$ cat config.mk
export PLATFORM = sky130hd
export DESIGN_NAME = mem_access_unit_flat
export DESIGN_NICKNAME = d
export VERILOG_FILES = /design/src/rtl/mem_access_unit_if.sv /design/src/rtl/mem_access_unit.sv /design/src/flat_wrapper.sv
export SDC_FILE = /design/constraint.sdc
export NUM_CORES = 1
export LEC_CHECK = 0
export ABC_AREA = 0
export BUFFER_PORTS_ARGS = -buffer_cell sky130_fd_sc_hd__buf_2
export CAP_MARGIN = 20
export CORE_MARGIN = 2
export CORE_UTILIZATION = 25
export CTS_CLUSTER_DIAMETER = 30
export DETAILED_ROUTE_END_ITERATION = 10
export PLACE_DENSITY = 0.56
export SETUP_SLACK_MARGIN = 0.02
export SYNTH_ARGS = -nofsm -noshare
export SYNTH_HDL_FRONTEND = slang
export SYNTH_SLANG_ARGS = --single-unit
$ cat constraint.sdc
create_clock -name CLK -period 2.2 [get_ports CLK]
set_input_delay 0.44 -clock CLK [delete_from_list [all_inputs] [get_ports CLK]]
set_output_delay 0.44 -clock CLK [all_outputs]
set_load 0.02 [all_outputs]
$ cat src/rtl/mem_access_unit_if.sv
// Word-wide data memory port: request/ready for commands, rvalid for read data.
// master = mem_access_unit, slave = memory.
interface mem_access_unit_if;
    logic        req;
    logic        we;
    logic [31:0] addr;
    logic [31:0] wd;
    logic        ready;
    logic [31:0] rdata;
    logic        rvalid;

    modport master (output req, we, addr, wd, input ready, rdata, rvalid);
    modport slave  (input req, we, addr, wd, output ready, rdata, rvalid);
endinterface

$ cat src/rtl/mem_access_unit.sv
// Memory-stage unit: one load/store/pass-through at a time, sub-word sign/zero
// handling on loads, read-modify-write for byte/half stores, registered outputs.
module mem_access_unit (
    input  logic                CLK,
    input  logic                RST,
    input  logic                valid_in,
    output logic                ready_out,
    input  logic                is_load,
    input  logic                is_store,
    input  logic [2:0]          funct3,
    input  logic [31:0]         addr,
    input  logic [31:0]         wd,
    input  logic                we_in,
    input  logic [4:0]          rd_in,
    mem_access_unit_if.master   mem,
    output logic                valid_out,
    output logic [31:0]         loaded,
    output logic                we_reg,
    output logic [4:0]          rd_out,
    output logic                misaligned
);
    localparam logic [2:0] IDLE    = 3'd0;
    localparam logic [2:0] RD_REQ  = 3'd1;
    localparam logic [2:0] RD_WAIT = 3'd2;
    localparam logic [2:0] WR_REQ  = 3'd3;
    localparam logic [2:0] DONE    = 3'd4;

    logic [2:0]  state_reg;
    logic [1:0]  addr_lo_reg;
    logic [15:0] wd_reg;
    logic [2:0]  f3_reg;
    logic [4:0]  rd_reg;
    logic        load_reg;
    logic        ready_reg;
    logic        req_reg;
    logic        mem_we_reg;
    logic [31:0] mem_addr_reg;
    logic [31:0] mem_wd_reg;
    logic        valid_reg;
    logic [31:0] loaded_reg;
    logic        wb_we_reg;
    logic [4:0]  rd_out_reg;
    logic        mis_reg;

    logic        accept;
    logic        is_mem;
    logic        f3_legal;
    logic        bad_align;
    logic        fault;
    logic [7:0]  byte_lane;
    logic [15:0] half_lane;
    logic [31:0] load_val;
    logic [3:0]  lane_mask;
    logic [31:0] merged;

    assign accept    = valid_in && ready_reg;
    assign is_mem    = is_load || is_store;
    assign f3_legal  = is_load ? (funct3 inside {3'b000, 3'b001, 3'b010, 3'b100, 3'b101})
                               : (funct3 inside {3'b000, 3'b001, 3'b010});
    assign bad_align = ((funct3[1:0] == 2'b01) && addr[0]) ||
                       ((funct3[1:0] == 2'b10) && (addr[1:0] != 2'b00));
    assign fault     = is_mem && (!f3_legal || bad_align);

    assign byte_lane = mem.rdata[{addr_lo_reg, 3'b000} +: 8];
    assign half_lane = addr_lo_reg[1] ? mem.rdata[31:16] : mem.rdata[15:0];

    always_comb begin
        load_val = mem.rdata;
        case (f3_reg)
            3'b000:  load_val = {{24{byte_lane[7]}}, byte_lane};
            3'b100:  load_val = {24'h0, byte_lane};
            3'b001:  load_val = {{16{half_lane[15]}}, half_lane};
            3'b101:  load_val = {16'h0, half_lane};
            default: load_val = mem.rdata;
        endcase
    end

    // Lanes written by a sub-word store; halfword stores put wd[15:8] in the odd lane.
    assign lane_mask = f3_reg[0] ? (addr_lo_reg[1] ? 4'b1100 : 4'b0011)
                                 : (4'b0001 << addr_lo_reg);

    generate
        for (genvar gi = 0; gi < 4; gi++) begin : g_merge
            assign merged[gi*8 +: 8] = !lane_mask[gi] ? mem.rdata[gi*8 +: 8]
                                     : (f3_reg[0] ? wd_reg[(gi % 2)*8 +: 8] : wd_reg[7:0]);
        end
    endgenerate

    always_ff @(posedge CLK) begin
        if (RST) begin
            state_reg    <= IDLE;
            addr_lo_reg  <= 2'b00;
            wd_reg       <= 16'h0;
            f3_reg       <= 3'b000;
            rd_reg       <= 5'd0;
            load_reg     <= 1'b0;
            ready_reg    <= 1'b1;
            req_reg      <= 1'b0;
            mem_we_reg   <= 1'b0;
            mem_addr_reg <= 32'h0;
            mem_wd_reg   <= 32'h0;
            valid_reg    <= 1'b0;
            loaded_reg   <= 32'h0;
            wb_we_reg    <= 1'b0;
            rd_out_reg   <= 5'd0;
            mis_reg      <= 1'b0;
        end else begin
            valid_reg <= 1'b0;
            wb_we_reg <= 1'b0;
            mis_reg   <= 1'b0;
            case (state_reg)
                IDLE: begin
                    if (accept) begin
                        ready_reg    <= 1'b0;
                        addr_lo_reg  <= addr[1:0];
                        wd_reg       <= wd[15:0];
                        f3_reg       <= funct3;
                        rd_reg       <= rd_in;
                        load_reg     <= is_load;
                        mem_addr_reg <= {addr[31:2], 2'b00};
                        if (!is_mem || fault) begin
                            state_reg  <= DONE;
                            valid_reg  <= 1'b1;
                            mis_reg    <= fault;
                            loaded_reg <= fault ? 32'h0 : addr;
                            wb_we_reg  <= !is_mem && we_in && (rd_in != 5'd0);
                            rd_out_reg <= rd_in;
                        end else if (!is_load && funct3 == 3'b010) begin
                            state_reg  <= WR_REQ;
                            req_reg    <= 1'b1;
                            mem_we_reg <= 1'b1;
                            mem_wd_reg <= wd;
                        end else begin
                            state_reg  <= RD_REQ;
                            req_reg    <= 1'b1;
                            mem_we_reg <= 1'b0;
                        end
                    end
                end
                RD_REQ: begin
                    if (mem.ready) begin
                        req_reg   <= 1'b0;
                        state_reg <= RD_WAIT;
                    end
                end
                RD_WAIT: begin
                    if (mem.rvalid) begin
                        if (load_reg) begin
                            state_reg  <= DONE;
                            valid_reg  <= 1'b1;
                            loaded_reg <= load_val;
                            wb_we_reg  <= (rd_reg != 5'd0);
                            rd_out_reg <= rd_reg;
                        end else begin
                            state_reg  <= WR_REQ;
                            req_reg    <= 1'b1;
                            mem_we_reg <= 1'b1;
                            mem_wd_reg <= merged;
                        end
                    end
                end
                WR_REQ: begin
                    if (mem.ready) begin
                        req_reg    <= 1'b0;
                        mem_we_reg <= 1'b0;
                        state_reg  <= DONE;
                        valid_reg  <= 1'b1;
                        loaded_reg <= 32'h0;
                        rd_out_reg <= rd_reg;
                    end
                end
                DONE: begin
                    state_reg <= IDLE;
                    ready_reg <= 1'b1;
                end
                default: begin
                    state_reg <= IDLE;
                    ready_reg <= 1'b1;
                    req_reg   <= 1'b0;
                end
            endcase
        end
    end

    assign ready_out  = ready_reg;
    assign mem.req    = req_reg;
    assign mem.we     = mem_we_reg;
    assign mem.addr   = mem_addr_reg;
    assign mem.wd     = mem_wd_reg;
    assign valid_out  = valid_reg;
    assign loaded     = loaded_reg;
    assign we_reg     = wb_we_reg;
    assign rd_out     = rd_out_reg;
    assign misaligned = mis_reg;
endmodule

$ cat src/flat_wrapper.sv
// flat-port wrapper written by rule: the top's interface ports become plain ports
module mem_access_unit_flat 
  (CLK, RST, valid_in, ready_out, is_load, is_store, funct3, addr, wd, we_in, rd_in, valid_out, loaded, we_reg, rd_out, misaligned, mem_req, mem_we, mem_addr, mem_wd, mem_ready, mem_rdata, mem_rvalid);
  mem_access_unit_if mem_i ();
  input  logic CLK;
  input  logic RST;
  input  logic valid_in;
  output logic ready_out;
  input  logic is_load;
  input  logic is_store;
  input  logic [2:0] funct3;
  input  logic [31:0] addr;
  input  logic [31:0] wd;
  input  logic we_in;
  input  logic [4:0] rd_in;
  output logic valid_out;
  output logic [31:0] loaded;
  output logic we_reg;
  output logic [4:0] rd_out;
  output logic misaligned;
  output wire logic [$bits(mem_i.req)-1:0] mem_req;
  output wire logic [$bits(mem_i.we)-1:0] mem_we;
  output wire logic [$bits(mem_i.addr)-1:0] mem_addr;
  output wire logic [$bits(mem_i.wd)-1:0] mem_wd;
  input wire logic [$bits(mem_i.ready)-1:0] mem_ready;
  input wire logic [$bits(mem_i.rdata)-1:0] mem_rdata;
  input wire logic [$bits(mem_i.rvalid)-1:0] mem_rvalid;
  assign mem_req = mem_i.req;
  assign mem_we = mem_i.we;
  assign mem_addr = mem_i.addr;
  assign mem_wd = mem_i.wd;
  assign mem_i.ready = mem_ready;
  assign mem_i.rdata = mem_rdata;
  assign mem_i.rvalid = mem_rvalid;
  mem_access_unit u_core (.CLK(CLK), .RST(RST), .valid_in(valid_in), .ready_out(ready_out), .is_load(is_load), .is_store(is_store), .funct3(funct3), .addr(addr), .wd(wd), .we_in(we_in), .rd_in(rd_in), .mem(mem_i), .valid_out(valid_out), .loaded(loaded), .we_reg(we_reg), .rd_out(rd_out), .misaligned(misaligned));
endmodule
After elaboration in Yosys (flattened, before gate mapping)
Cells that the tools add are included.

word-level totals
  bits in registers = 135

operators by class
  reductions and logical operators = 34
  equal/unequal tests = 23
  multiplexer cells = 60
  shift operators = 2
  bitwise operators = 5

operators by type and width
  kind                count
  $mux 32             11
  $pmux 32 s4         1
  $pmux 32 s3         1
  $pmux 32 s2         1
  $mux 8              5
  $shiftx 32x6->8     1
  $mux 5              5
  $reduce_and 6->1    4
  $mux 1              19
  $mux 3              6
  $mux 16             1
  $eq 3x3->1 const B  5
  $pmux 5 s3          1
  $reduce_bool 5->1   3
  $pmux 3 s4          1
  $ne 2x1->1 const B  5
  $ne 2x2->1 const B  5
  $eq 3x1->1 const B  3
  $eq 3x2->1 const B  3
  $logic_not 3->1     3
  $mux 4              2
  $logic_and 1x1->1   7
  $pmux 1 s3          2
  $reduce_bool 3->1   2
  15 further kinds    27

Logic depth before layout (Yosys ltp)
Gate-level depths: netlist of run 1.

  depth after elaboration = 10
  depth in mapped cells = 8
  gate-level depth less buffers = 5

Worst setup path after synthesis of run 1
OpenSTA, ideal clock, no wires.

  kind = register -> register
  from = reg u_core.addr_lo_reg[1]
  to = reg u_core.loaded_reg[29], in the netlist u_core.loaded[29]
  data arrival time = 1690 ps
  slack = 376 ps
  data required time = 2066 ps
  stages on the path, launching flop included = 8
  cell sequence = dfxtp_1 -> buf_2 -> mux2i_1 -> o22ai_4 -> o31a_2 -> buf_4 -> o21ai_0 -> a311oi_1

between the ends
  cells in the longest elaborated chain, start to end = 5

RTL lines
  element                                     RTL line                                      RTL
  from (decl)                                 mem_access_unit.sv:29                         logic [1:0] addr_lo_reg;
  from (signal assigned)                      mem_access_unit.sv:115                        addr_lo_reg <= addr[1:0];
  $shiftx 32x6->8 or $mux 16 (tied branches)  mem_access_unit.sv:64, mem_access_unit.sv:65
  $pmux 32 s4 (*)                             mem_access_unit.sv:69                         case (f3_reg)
  $mux 32 (*)                                 mem_access_unit.sv:148                        if (load_reg) begin
  $mux 32 (*)                                 mem_access_unit.sv:147                        if (mem.rvalid) begin
  $pmux 32 s3 (*)                             mem_access_unit.sv:111                        case (state_reg)
  to (signal assigned)                        mem_access_unit.sv:125                        loaded_reg <= fault ? 32'h0 : addr;
  to (signal assigned)                        mem_access_unit.sv:151                        loaded_reg <= load_val;
  to (decl)                                   mem_access_unit.sv:40                         logic [31:0] loaded_reg;

Every way passes the cells marked *; elsewhere a longest branch is shown, timed or not. The select of a mux whose other input is x is not followed.
A chain may end at the register's enable or synchronous reset.

Worst setup path after layout of run 1
  from = reg u_core.addr_lo_reg[1]
  to = reg u_core.mem_wd_reg[16], in the netlist u_core.mem.wd[16]

between the ends
  cells in the longest elaborated chain, start to end = 6

RTL lines
  element                                RTL line                                      RTL
  $shl 1x2->4 or $mux 4 (tied branches)  mem_access_unit.sv:80, mem_access_unit.sv:79
  $mux 4 (*)                             mem_access_unit.sv:79                         assign lane_mask = f3_reg[0] ? (addr_lo_reg[1] ? 4'b1100 : 4'b0011)
  $mux 8 (*)                             mem_access_unit.sv:84                         assign merged[gi*8 +: 8] = !lane_mask[gi] ? mem.rdata[gi*8 +: 8]
  $mux 32 (*)                            mem_access_unit.sv:148
  $mux 32 (*)                            mem_access_unit.sv:147
  $pmux 32 s2 (*)                        mem_access_unit.sv:111
  to (signal assigned)                   mem_access_unit.sv:132                        mem_wd_reg <= wd;
  to (signal assigned)                   mem_access_unit.sv:158                        mem_wd_reg <= merged;
  to (decl)                              mem_access_unit.sv:38                         logic [31:0] mem_wd_reg;

Marked as above.

==> summary.txt, run 1 <==
Status
  – Status: finished clean

Placement
  – Routability cong.: between 0.9 and 1
  – Placed wire-length estimate: a little under 20 mm
  – Port Buffer Count: 216

Global routing
  – Initial antenna violation count: 2
  – Total track usage: between 10% and 20%
  – First-pass GRT wire length: just under 40 mm
  – Vias in the first global route: approximately 6600
  – Largest net degree at the start of global routing: 67
  – Remaining Overflow, GRT: 0

Detailed routing
  – Drt pass-1 iters: 5
  – Antenna-violating nets left: 0
  – Post-route DRC violation count: 0
  – WL/cell: between 15 and 20 um
  – Vias: between 7000 and 8000
  – Number of vias per cell: between 5 and 6
  – Drt total wl: around 27 mm
  – Initial DRC Count: 607

Clock network
  – CTS buffer count: 17
  – CTS clk-pin slew, worst paths: around 0.070 ns
  – Post-CTS Setup Inserts: 0
  – # H-tree levels: 4
  – CTS tree: built
  – Clk Latency, worst-skew pair: ~0.43 ns
  – Clk root buf: clkbuf_16
  – Clock Sinks: around 140
  – Max Root-Sink Buffers: 2

Critical path
  – CP required: 2.55 ns
  – Worst Path Max Fanout: 16
  – CP Launch Type: flop
  – Worst setup EP type: flop
  – WS Path Type: flop to flop
  – Critical Path AT: approximately 2.3 ns

Final layout
  – Multi-input gate area: approximately 3700 um2
  – Area Overhead vs Synth: 30.93%
  – Fraction of layout cells with a size suffix above 1: around 30%
  – FF/Latch Area: 2703 um2
  – Final #Nets: ~1200
  – Fin util: between 30% and 40%
  – # fillers: approximately 2900

Yosys
  – Number of synthesized flops with an enable pin: 0
  – Most common cell in the netlist: nand2_1
  – Main synth FF type: dfxtp_1
  – Syn Area/Cell: around 8.0 um2
  – Top post-synthesis cells by count: nand2_1, dfxtp_1, a21oi_1, nor2_1, o21ai_0
  – Distinct cell type count after synthesis: 61
  – Post-synth ARST share: 0%
  – Mapped Area: 6825 um2
  – Top post-synthesis cells by area: dfxtp_1, nand2_1, a21oi_1
  – Synth area leader: dfxtp_1
  – Seq/Total Area, Yosys: between 30% and 40%
  – Syn. warnings: 0
  – Synth Instances: between 800 and 900
  – Synth Register Bits: between 100 and 150
  – Yosys top cell area share: about two fifths

Flow run
  – Max_cap viols: 0

STA
  – Worst-margin pin slew: 0.5814 ns
  – Slew Limit Fails: 0
  – Max_slew headroom: 61.10%
  – Final count of negative-setup-slack endpoints: 0
  – Final worst-path cycle share: 90.48%
  – Hold Violations, Final: 0
  – WHS: 0.2645 ns
  – Max Fclk: 0.5024 GHz
  – Tmin final: 1.991 ns
  – Layout Skew: around 0.013 ns
  – RSZ-0062 raised after global routing: false

Power
  – Total Power: 7.290 mW
  – Leakage power: 3.678 nW
  – Pwr per Cell Area: 815.8 nW/um2
  – Worst vdd ir: about 0.00042 V

Floorplan
  – Ports: ~220
  – Die Y: between 150 and 200 um
  – Rows: 60
  – Total Die Area: 28640 um2
  – Starting Density: about a quarter
  – DIE WIDTH: between 150 and 200 um
  – Core area: 26880 um2

Worst hold path
  – HP Class: input port to flop
## metrics by stage
stage	cells	setup TNS [ns]	cell area [um2]	setup slack [ns]
2_1_floorplan	854	0	6829	0.3764
4_1_cts	1396	0	8922	0.1363
3_5_place_dp	1364	-0.1199	8347	-0.03263
5_1_grt	1397	0	8934	0.03636
6_report	1398	0	8936	0.2094
3_3_place_gp	1364	0	8347	0.004580
## cells by family after synthesis
family | synth area share (%)
compound gates | 29.37
flops | 39.60
mux | 5.885
buf+inv | 6.618
other cells | 0.05494
simple gates | 18.48
## cells in the final DEF, fill, tap and decap left out, types with 3 or more instances in the layout
cell          n
nor2_1       65
nor2b_1       3
and2_1        8
nor3_1       10
nand2_1     162
nand2b_1     11
o211ai_1      9
clkinvlp_4    7
mux2_2        9
a311oi_1     26
buf_2       215
a2111o_1     16
clkbuf_16    17
a21oi_1     101
inv_1        12
dfxtp_1     135
o21ai_0      47
buf_12       10
o32ai_1       8
mux2i_1      30
a211oi_1     35
o221ai_1      8
buf_4        25
o22ai_1      28
## power breakdown
| part | switching (mW) | internal (mW) |
|---|---|---|
| clock network | 1.19 | 1.62 |
| logic | 1.10 | 0.610 |
| registers | 0.129 | 2.64 |
| total | 2.41 | 4.88 |
## per-layer routing
layer  share of wire (%)  wire, um  GRT usage (%)  vias to the layer above
met1                  47     12460          25.29                     3348
li1                    -         -              -                     3470
met3                 6.7      1771          4.501                       30
met2                  44     11790          27.77                      253
met4                 2.2       592          5.277                        0
met5                   0         0              0                        -
## final timing paths
kind                                       to  slack, ns  cells past startpoint                                from
max            u_core.mem.wd[16]$_SDFFE_PP0P_       0.21                      5  u_core.addr_lo_reg[1]$_SDFFE_PP0P_
min            u_core.wd_reg[13]$_SDFFE_PP0P_       0.26                      3                              wd[13]
max reg2reg    u_core.mem.wd[16]$_SDFFE_PP0P_       0.21                      5  u_core.addr_lo_reg[1]$_SDFFE_PP0P_
min reg2reg  u_core.mem.addr[16]$_SDFFE_PP0P_       0.45                      2    u_core.mem.addr[16]$_SDFFE_PP0P_
## critical path: stages, from the launching register on
cell and delay [ns]:
dfxtp_1 0.52, buf_4 0.28, nand2b_1 0.30, mux2i_1 0.25
a2111o_1 0.44, a21oi_1 0.12
## timing repair
action                                  CTS  global route
resized for setup                         0             2
hold buffers                              0             0
endpoints found under the setup margin    0             2
## layout make-up
class / instances / share of cell area, %
multi-input cells: 625 / 41.56
flip-flops and latches: 135 / 30.24
repair buffers: 250 / 16.38
clock buffers: 19 / 5.069
well taps: 341 / 4.775
clock inverters: 13 / 1.372
inverters: 13 / 0.5461
diodes: 2 / 0.05601
(Power assumes the default switching activity.)
==> run 2, diff against run 1 <==
--- a/config.mk
+++ b/config.mk
@@ -13,6 +13,7 @@
 export CTS_CLUSTER_DIAMETER = 30
 export DETAILED_ROUTE_END_ITERATION = 10
 export PLACE_DENSITY = 0.56
+export RECOVER_POWER = 25
 export SETUP_SLACK_MARGIN = 0.02
 export SYNTH_ARGS = -nofsm -noshare
 export SYNTH_HDL_FRONTEND = slang
==> run 2 against run 1 <==
Non-clock buffer count unchanged. First-iteration DRC count up 3.6%. Cell count unchanged. Utilization down 0.28 points. Total power down 0.25%. Flip-flop and latch count unchanged. Maximum frequency down 1.1%. Critical path depth unchanged. Critical path type unchanged. Largest cell class unchanged. Highest routed layer unchanged.
==> summary.txt, run 2 (synthesis results as in run 1) <==
STA
  – Hold Violations, Final: 0 (unchanged)
  – Setup TNS: 0 ns (unchanged)
  – Final count of negative-setup-slack endpoints: 0 (unchanged)
  – Layout Skew: 0.01216 ns (-0.0006348 ns)
  – Slew Limit Fails: 0 (unchanged)
  – Setup ws final: 0.1876 ns (-0.02178 ns)
  – RSZ-0062 raised after global routing: false
  – Max Fclk: 0.4969 GHz (-1.1%)
  – Max_slew headroom: 60.82% (-0.28 points)
  – Tmin final: 2.012 ns (+0.02178 ns)
  – Worst-margin pin slew: 0.5855 ns (+0.004127 ns)
  – Final worst-path cycle share: 91.47% (+0.99 points)

Floorplan
  – Total Die Area: 28640 um2 (unchanged)
  – Ports: 219 (unchanged)
  – Core area: 26880 um2 (unchanged)
  – Starting Density: 25.40% (unchanged)
  – Rows: 60 (unchanged)
  – Die Y: 169.2 um (unchanged)
  – DIE WIDTH: 169.2 um (unchanged)

Power
  – Int Pwr: 4.851 mW (-0.50%)
  – Combinational fraction of design power: 23.1% (-0.3 points)
  – Switch share: 33.30% (+0.17 points)
  – Pwr per Cell Area: 820.7 nW/um2 (+0.60%)
  – Psw: 2.421 mW (+0.27%)
  – Leakage power: 3.433 nW (-6.7%)
  – Worst vdd ir: 0.0004247 V (about the same)
  – Flop pwr share: 38.2% (+0.2 points)
  – Clock share of power: 38.7% (about the same)

Detailed routing
  – WL/cell: 19.08 um (+0.23%)
  – Antenna-violating nets left: 0 (unchanged)
  – Drt total wl: 26.67 mm (+0.23%)
  – Number of vias per cell: 5.092 (+0.24%)
  – Vias: 7118 (+0.24%)
  – Drt pass-1 iters: 7 (+2)
  – Post-route DRC violation count: 0 (unchanged)
  – Initial DRC Count: 629 (+3.6%)

Clock network
  – CTS tree: built
  – Hold_buf cts: 0 (unchanged)
  – Post-CTS Setup Inserts: 0 (unchanged)
  – Post-CTS resize count: 0 (unchanged)
  – Max Root-Sink Buffers: 2 (unchanged)
  – Clk Latency, worst-skew pair: 0.42 ns (about the same)
  – # H-tree levels: 4 (unchanged)
  – Clk root buf: clkbuf_16
  – CTS clk-pin slew, worst paths: 0.07 ns (about the same)
  – CTS buffer count: 17 (unchanged)
  – Clock Sinks: 135 (unchanged)

Critical path
  – Delay-heaviest family, CP: compound AO/OA/AOI/OAI gates
  – Worst Path Max Fanout: 16 (unchanged)
  – Crit path cell chain: buf_4 > nand2b_1 > mux2i_1 > a2111o_1 > a21oi_1
  – CP Launch Type: flop
  – Worst setup EP type: flop
  – Critical Path AT: 2.36 ns (+0.02 ns)
  – Worst path bufs/invs: 1 (unchanged)
  – CP required: 2.55 ns (about the same)
  – Slowest stage delay, CP: 0.53 ns (about the same)
  – Slowest CP cell: dfxtp_1
  – WS Path Type: flop to flop

Placement
  – Placed wire-length estimate: 19.74 mm (unchanged)
  – Port Buffer Count: 216 (unchanged)
  – Routability cong.: 0.9037 (unchanged)
  – Pre-CTS setup slack: -0.03263 ns (unchanged)

Global routing
  – Remaining Overflow, GRT: 0 (unchanged)
  – Vias in the first global route: 6562 (unchanged)
  – First-pass GRT wire length: 39.58 mm (unchanged)
  – Largest net degree at the start of global routing: 67 (unchanged)
  – Total track usage: 18.16% (unchanged)
  – Initial antenna violation count: 2 (unchanged)

Final layout
  – Area Overhead vs Synth: 29.83%
  – Final #Nets: 1154 (unchanged)
  – Fin util: 32.97% (-0.28 points)
  – Commonest cells after routing, fill and taps aside: nand2_1, buf_2, dfxtp_1
  – Commonest non-fill, non-tap cell in the layout: nand2_1
  – # fillers: 2914 (+0.87%)
  – Fraction of layout cells with a size suffix above 1: 24.17% (-5.7 points)

Worst hold path
  – HP Class: input port to flop

Status
  – Status: finished clean

Flow run
  – Max_cap viols: 0 (unchanged)
==> run 2: changes by cell type in the layout (fill, tap and decap cells not counted) <==
cell / delta
clkbuf_1: +60
buf_2: -60
==> run 2: final cells by class <==
class	count	area (um2)	area share (%)
timing repair buffer	250	1389	15.67
clock buffer	19	452.9	5.112
tap	341	426.7	4.815
antenna	2	5.005	0.05648
inverter	13	48.80	0.5507
clock inverter	13	122.6	1.384
sequential	135	2703	30.50
multi-input combinational	625	3714	41.91
==> run 2: metrics by stage <==
stage / instances / power [mW] / hold slack, ns / area (um2)
final: 1398 / 7.272 / 0.2660 / 8861
after global routing: 1397 / 7.634 / 0.2529 / 8859
after CTS: 1396 / 7.365 / 0.2439 / 8922
after detailed placement: 1364 / 4.532 / 0.4440 / 8347
after global placement: 1364 / 4.516 / 0.4395 / 8347
after floorplan: 854 / 3.875 / 0.4363 / 6829
==> run 2: worst paths after layout <==
| check | from | to | slack, ns | cells after the start |
|---|---|---|---|---|
| setup reg to reg | u_core.addr_lo_reg[1]$_SDFFE_PP0P_ | u_core.mem.wd[16]$_SDFFE_PP0P_ | 0.19 | 5 |
| hold / removal | wd[13] | u_core.wd_reg[13]$_SDFFE_PP0P_ | 0.27 | 3 |
| hold reg to reg | u_core.mem.addr[25]$_SDFFE_PP0P_ | u_core.mem.addr[25]$_SDFFE_PP0P_ | 0.45 | 2 |
| setup / recovery | u_core.addr_lo_reg[1]$_SDFFE_PP0P_ | u_core.mem.wd[16]$_SDFFE_PP0P_ | 0.19 | 5 |
==> run 2: power by group through the flow <==
| stage | logic [mW] | clock network (mW) | registers (mW) |
|---|---|---|---|
| after floorplan | 0.897 | 0 | 2.98 |
| after global placement | 1.70 | 0 | 2.82 |
| after detailed placement | 1.71 | 0 | 2.83 |
| after CTS | 1.71 | 2.88 | 2.77 |
| after global routing | 1.84 | 3.00 | 2.80 |
| final | 1.68 | 2.81 | 2.77 |
==> run 2: worst min-delay path: stages <==
cell	delay, ns
buf_2	0.11
nand2_1	0.05
a21oi_1	0.05
==> run 2: per-layer routing <==
layer | global-route usage [%] | wire, um | up-vias
met1 | 25.29 | 12570 | 3370
met3 | 4.501 | 1709 | 26
li1 | - | - | 3475
met4 | 5.277 | 544 | 0
met2 | 27.77 | 11850 | 247
met5 | 0 | 0 | -
==> run 3, diff against run 2 <==
--- a/config.mk
+++ b/config.mk
@@ -9,10 +9,10 @@
 export BUFFER_PORTS_ARGS = -buffer_cell sky130_fd_sc_hd__buf_2
 export CAP_MARGIN = 20
 export CORE_MARGIN = 2
-export CORE_UTILIZATION = 25
+export CORE_UTILIZATION = 45
 export CTS_CLUSTER_DIAMETER = 30
 export DETAILED_ROUTE_END_ITERATION = 10
-export PLACE_DENSITY = 0.56
+export PLACE_DENSITY = 0.83
 export RECOVER_POWER = 25
 export SETUP_SLACK_MARGIN = 0.02
 export SYNTH_ARGS = -nofsm -noshare
==> run 3 against run 2 <==
Sequential power about the same. Critical endpoint is now u_core.f3_reg[0]$_SDFFE_PP0P_. Sequential share of layout area increased by 0.78 points. Largest power group unchanged. Highest routed layer is now met5. Critical path type unchanged. Final area is 2.5% lower. Non-clock buffer count fell by 5. Clock power rose by 4%.
==> summary.txt, run 3 (synthesis results as in run 1) <==
STA
  – Worst-margin pin slew: 0.5935 ns (+0.007989 ns)
  – Final worst-path cycle share: 92.70% (+1.2 points)
  – Max Fclk: 0.4903 GHz (-1.3%)
  – RSZ-0062 raised after global routing: false
  – Layout Skew: 0.007414 ns (-0.004742 ns)
  – Max_slew headroom: 60.29% (-0.53 points)
  – Slew Limit Fails: 0 (unchanged)
  – Setup ws final: 0.1606 ns (-0.02697 ns)
  – Tmin final: 2.039 ns (+0.02697 ns)
  – Hold Violations, Final: 0 (unchanged)
  – Final count of negative-setup-slack endpoints: 0 (unchanged)

Placement
  – Port Buffer Count: 216 (unchanged)
  – Placed wire-length estimate: 16.38 mm (-17%)
  – Pre-CTS setup slack: -0.06238 ns (-0.02974 ns)
  – Routability cong.: 0.9360 (+3.6%)

Clock network
  – CTS clk-pin slew, worst paths: 0.06 ns (about the same)
  – Hold_buf cts: 0 (unchanged)
  – Clock Sinks: 135 (unchanged)
  – CTS buffer count: 17 (unchanged)
  – Clk root buf: clkbuf_16
  – CTS tree: built
  – Max Root-Sink Buffers: 2 (unchanged)
  – Clk Latency, worst-skew pair: 0.42 ns (about the same)
  – # H-tree levels: 4 (unchanged)

Global routing
  – First-pass GRT wire length: 34.69 mm (-12%)
  – Remaining Overflow, GRT: 0 (unchanged)
  – Vias in the first global route: 6619 (+0.87%)
  – Initial antenna violation count: 2 (unchanged)
  – Largest net degree at the start of global routing: 67 (unchanged)
  – Total track usage: 27.27% (+9.1 points)

Detailed routing
  – Drt total wl: 22.70 mm (-15%)
  – Vias: 7217 (+1.4%)
  – Post-route DRC violation count: 0 (unchanged)
  – Antenna-violating nets left: 0 (unchanged)
  – Number of vias per cell: 5.825 (+14%)
  – Drt pass-1 iters: 5 (-2)
  – Initial DRC Count: 628 (-0.16%)
  – WL/cell: 18.32 um (-4.0%)

Critical path
  – Slowest stage delay, CP: 0.43 ns (-0.10 ns)
  – WS Path Type: flop to flop
  – Crit path cell chain: buf_4 > or2_2 > nor2_1 > buf_4 > nand2_1 > a21oi_1
  – Worst path bufs/invs: 2 (+1)
  – Delay-heaviest family, CP: simple AND/OR/NAND/NOR gates
  – Most frequent CP cell: buf_4
  – CP required: 2.55 ns (about the same)
  – Critical Path AT: 2.39 ns (+0.03 ns)
  – CP Launch Type: flop
  – Slowest CP cell: buf_4
  – Worst setup EP type: flop
  – Worst Path Max Fanout: 29 (+13)

Final layout
  – Area Overhead vs Synth: 26.64%
  – Final #Nets: 1149 (-0.43%)
  – Fraction of layout cells with a size suffix above 1: 23.71% (-0.46 points)
  – Commonest cells after routing, fill and taps aside: nand2_1, buf_2, dfxtp_1
  – Commonest non-fill, non-tap cell in the layout: nand2_1
  – # fillers: 1394 (-52%)

Status
  – Status: finished clean

Floorplan
  – Total Die Area: 16170 um2 (-44%)
  – Die Y: 127.2 um (-25%)
  – Core area: 15030 um2 (-44%)
  – Starting Density: 45.40% (+20 points)
  – DIE WIDTH: 127.2 um (-25%)
  – Rows: 45 (-25%)
  – Ports: 219 (unchanged)

Worst hold path
  – HP Class: input port to flop

Power
  – Leakage power: 3.431 nW (about the same)
  – Total Power: 7.329 mW (+0.79%)
  – Worst vdd ir: 0.0005560 V (+31%)
  – Pwr per Cell Area: 848.0 nW/um2 (+3.3%)

Flow run
  – Max_cap viols: 0 (unchanged)
-- run 3: tightest hold or removal path, delay by kind of cell --
family,cells,cell delay (ns)
compound gates,1,0.05
buf+inv,1,0.10
simple gates,1,0.05
-- run 3: cell type report --
| type | count | area (um2) | area share (%) |
|---|---|---|---|
| multi-input combinational | 625 | 3697 | 42.78 |
| sequential | 135 | 2704 | 31.28 |
| timing repair buffer | 245 | 1353 | 15.65 |
| clock buffer | 18 | 429.2 | 4.965 |
| tap | 188 | 235.2 | 2.721 |
| clock inverter | 14 | 173.9 | 2.012 |
| inverter | 13 | 48.80 | 0.5646 |
| antenna | 1 | 2.502 | 0.02895 |
-- run 3: worst paths after layout --
kind                                                       start                         endpoint  slack (ns)  depth (start not counted)
worst max-delay path            u_core.state_reg[0]$_SDFFE_PP0P_    u_core.f3_reg[0]$_SDFFE_PP0P_        0.16                          6
worst min-delay path                                       wd[8]    u_core.wd_reg[8]$_SDFFE_PP0P_        0.27                          3
worst max register to register  u_core.state_reg[0]$_SDFFE_PP0P_    u_core.f3_reg[0]$_SDFFE_PP0P_        0.16                          6
worst min register to register   u_core.mem.addr[5]$_SDFFE_PP0P_  u_core.mem.addr[5]$_SDFFE_PP0P_        0.45                          2
-- run 3: repair_timing --
| item | CTS | global route |
|---|---|---|
| buffers inserted | 0 | 0 |
| resized for setup | 0 | 1 |
| hold endpoints to repair | 0 | 0 |
| setup endpoints to repair | 0 | 1 |
-- run 3: stage by stage --
| stage | cells | area (um2) | utilization [%] | hold slack [ns] | setup TNS, ns |
|---|---|---|---|---|---|
| 6_report | 1239 | 8643 | 57.49 | 0.2656 | 0 |
| 5_1_grt | 1239 | 8643 | 57.49 | 0.2589 | 0 |
| 4_1_cts | 1238 | 8721 | 58.01 | 0.2504 | 0 |
| 3_5_place_dp | 1206 | 8118 | 54.00 | 0.4442 | -0.2477 |
| 3_3_place_gp | 1206 | 8118 | 54.00 | 0.4385 | 0 |
| 2_1_floorplan | 854 | 6829 | - | 0.4363 | 0 |
-- run 3: routing by layer --
layer  part of all wire [%]  GRT usage [%]  vias up
met5                  0.035              0        -
met4                    3.9          12.99        2
met3                    9.1          5.779       65
met2                     46          43.33      371
met1                     41          35.52     3319
li1                       -              -     3460
-- run 3: power breakdown --
group / internal, mW / leakage (nW) / switching (mW) / total [mW]
Sequential: 2.64 / 1.10 / 0.130 / 2.77
Clock: 1.79 / 0.283 / 1.13 / 2.92
Combinational: 0.573 / 2.04 / 1.06 / 1.63
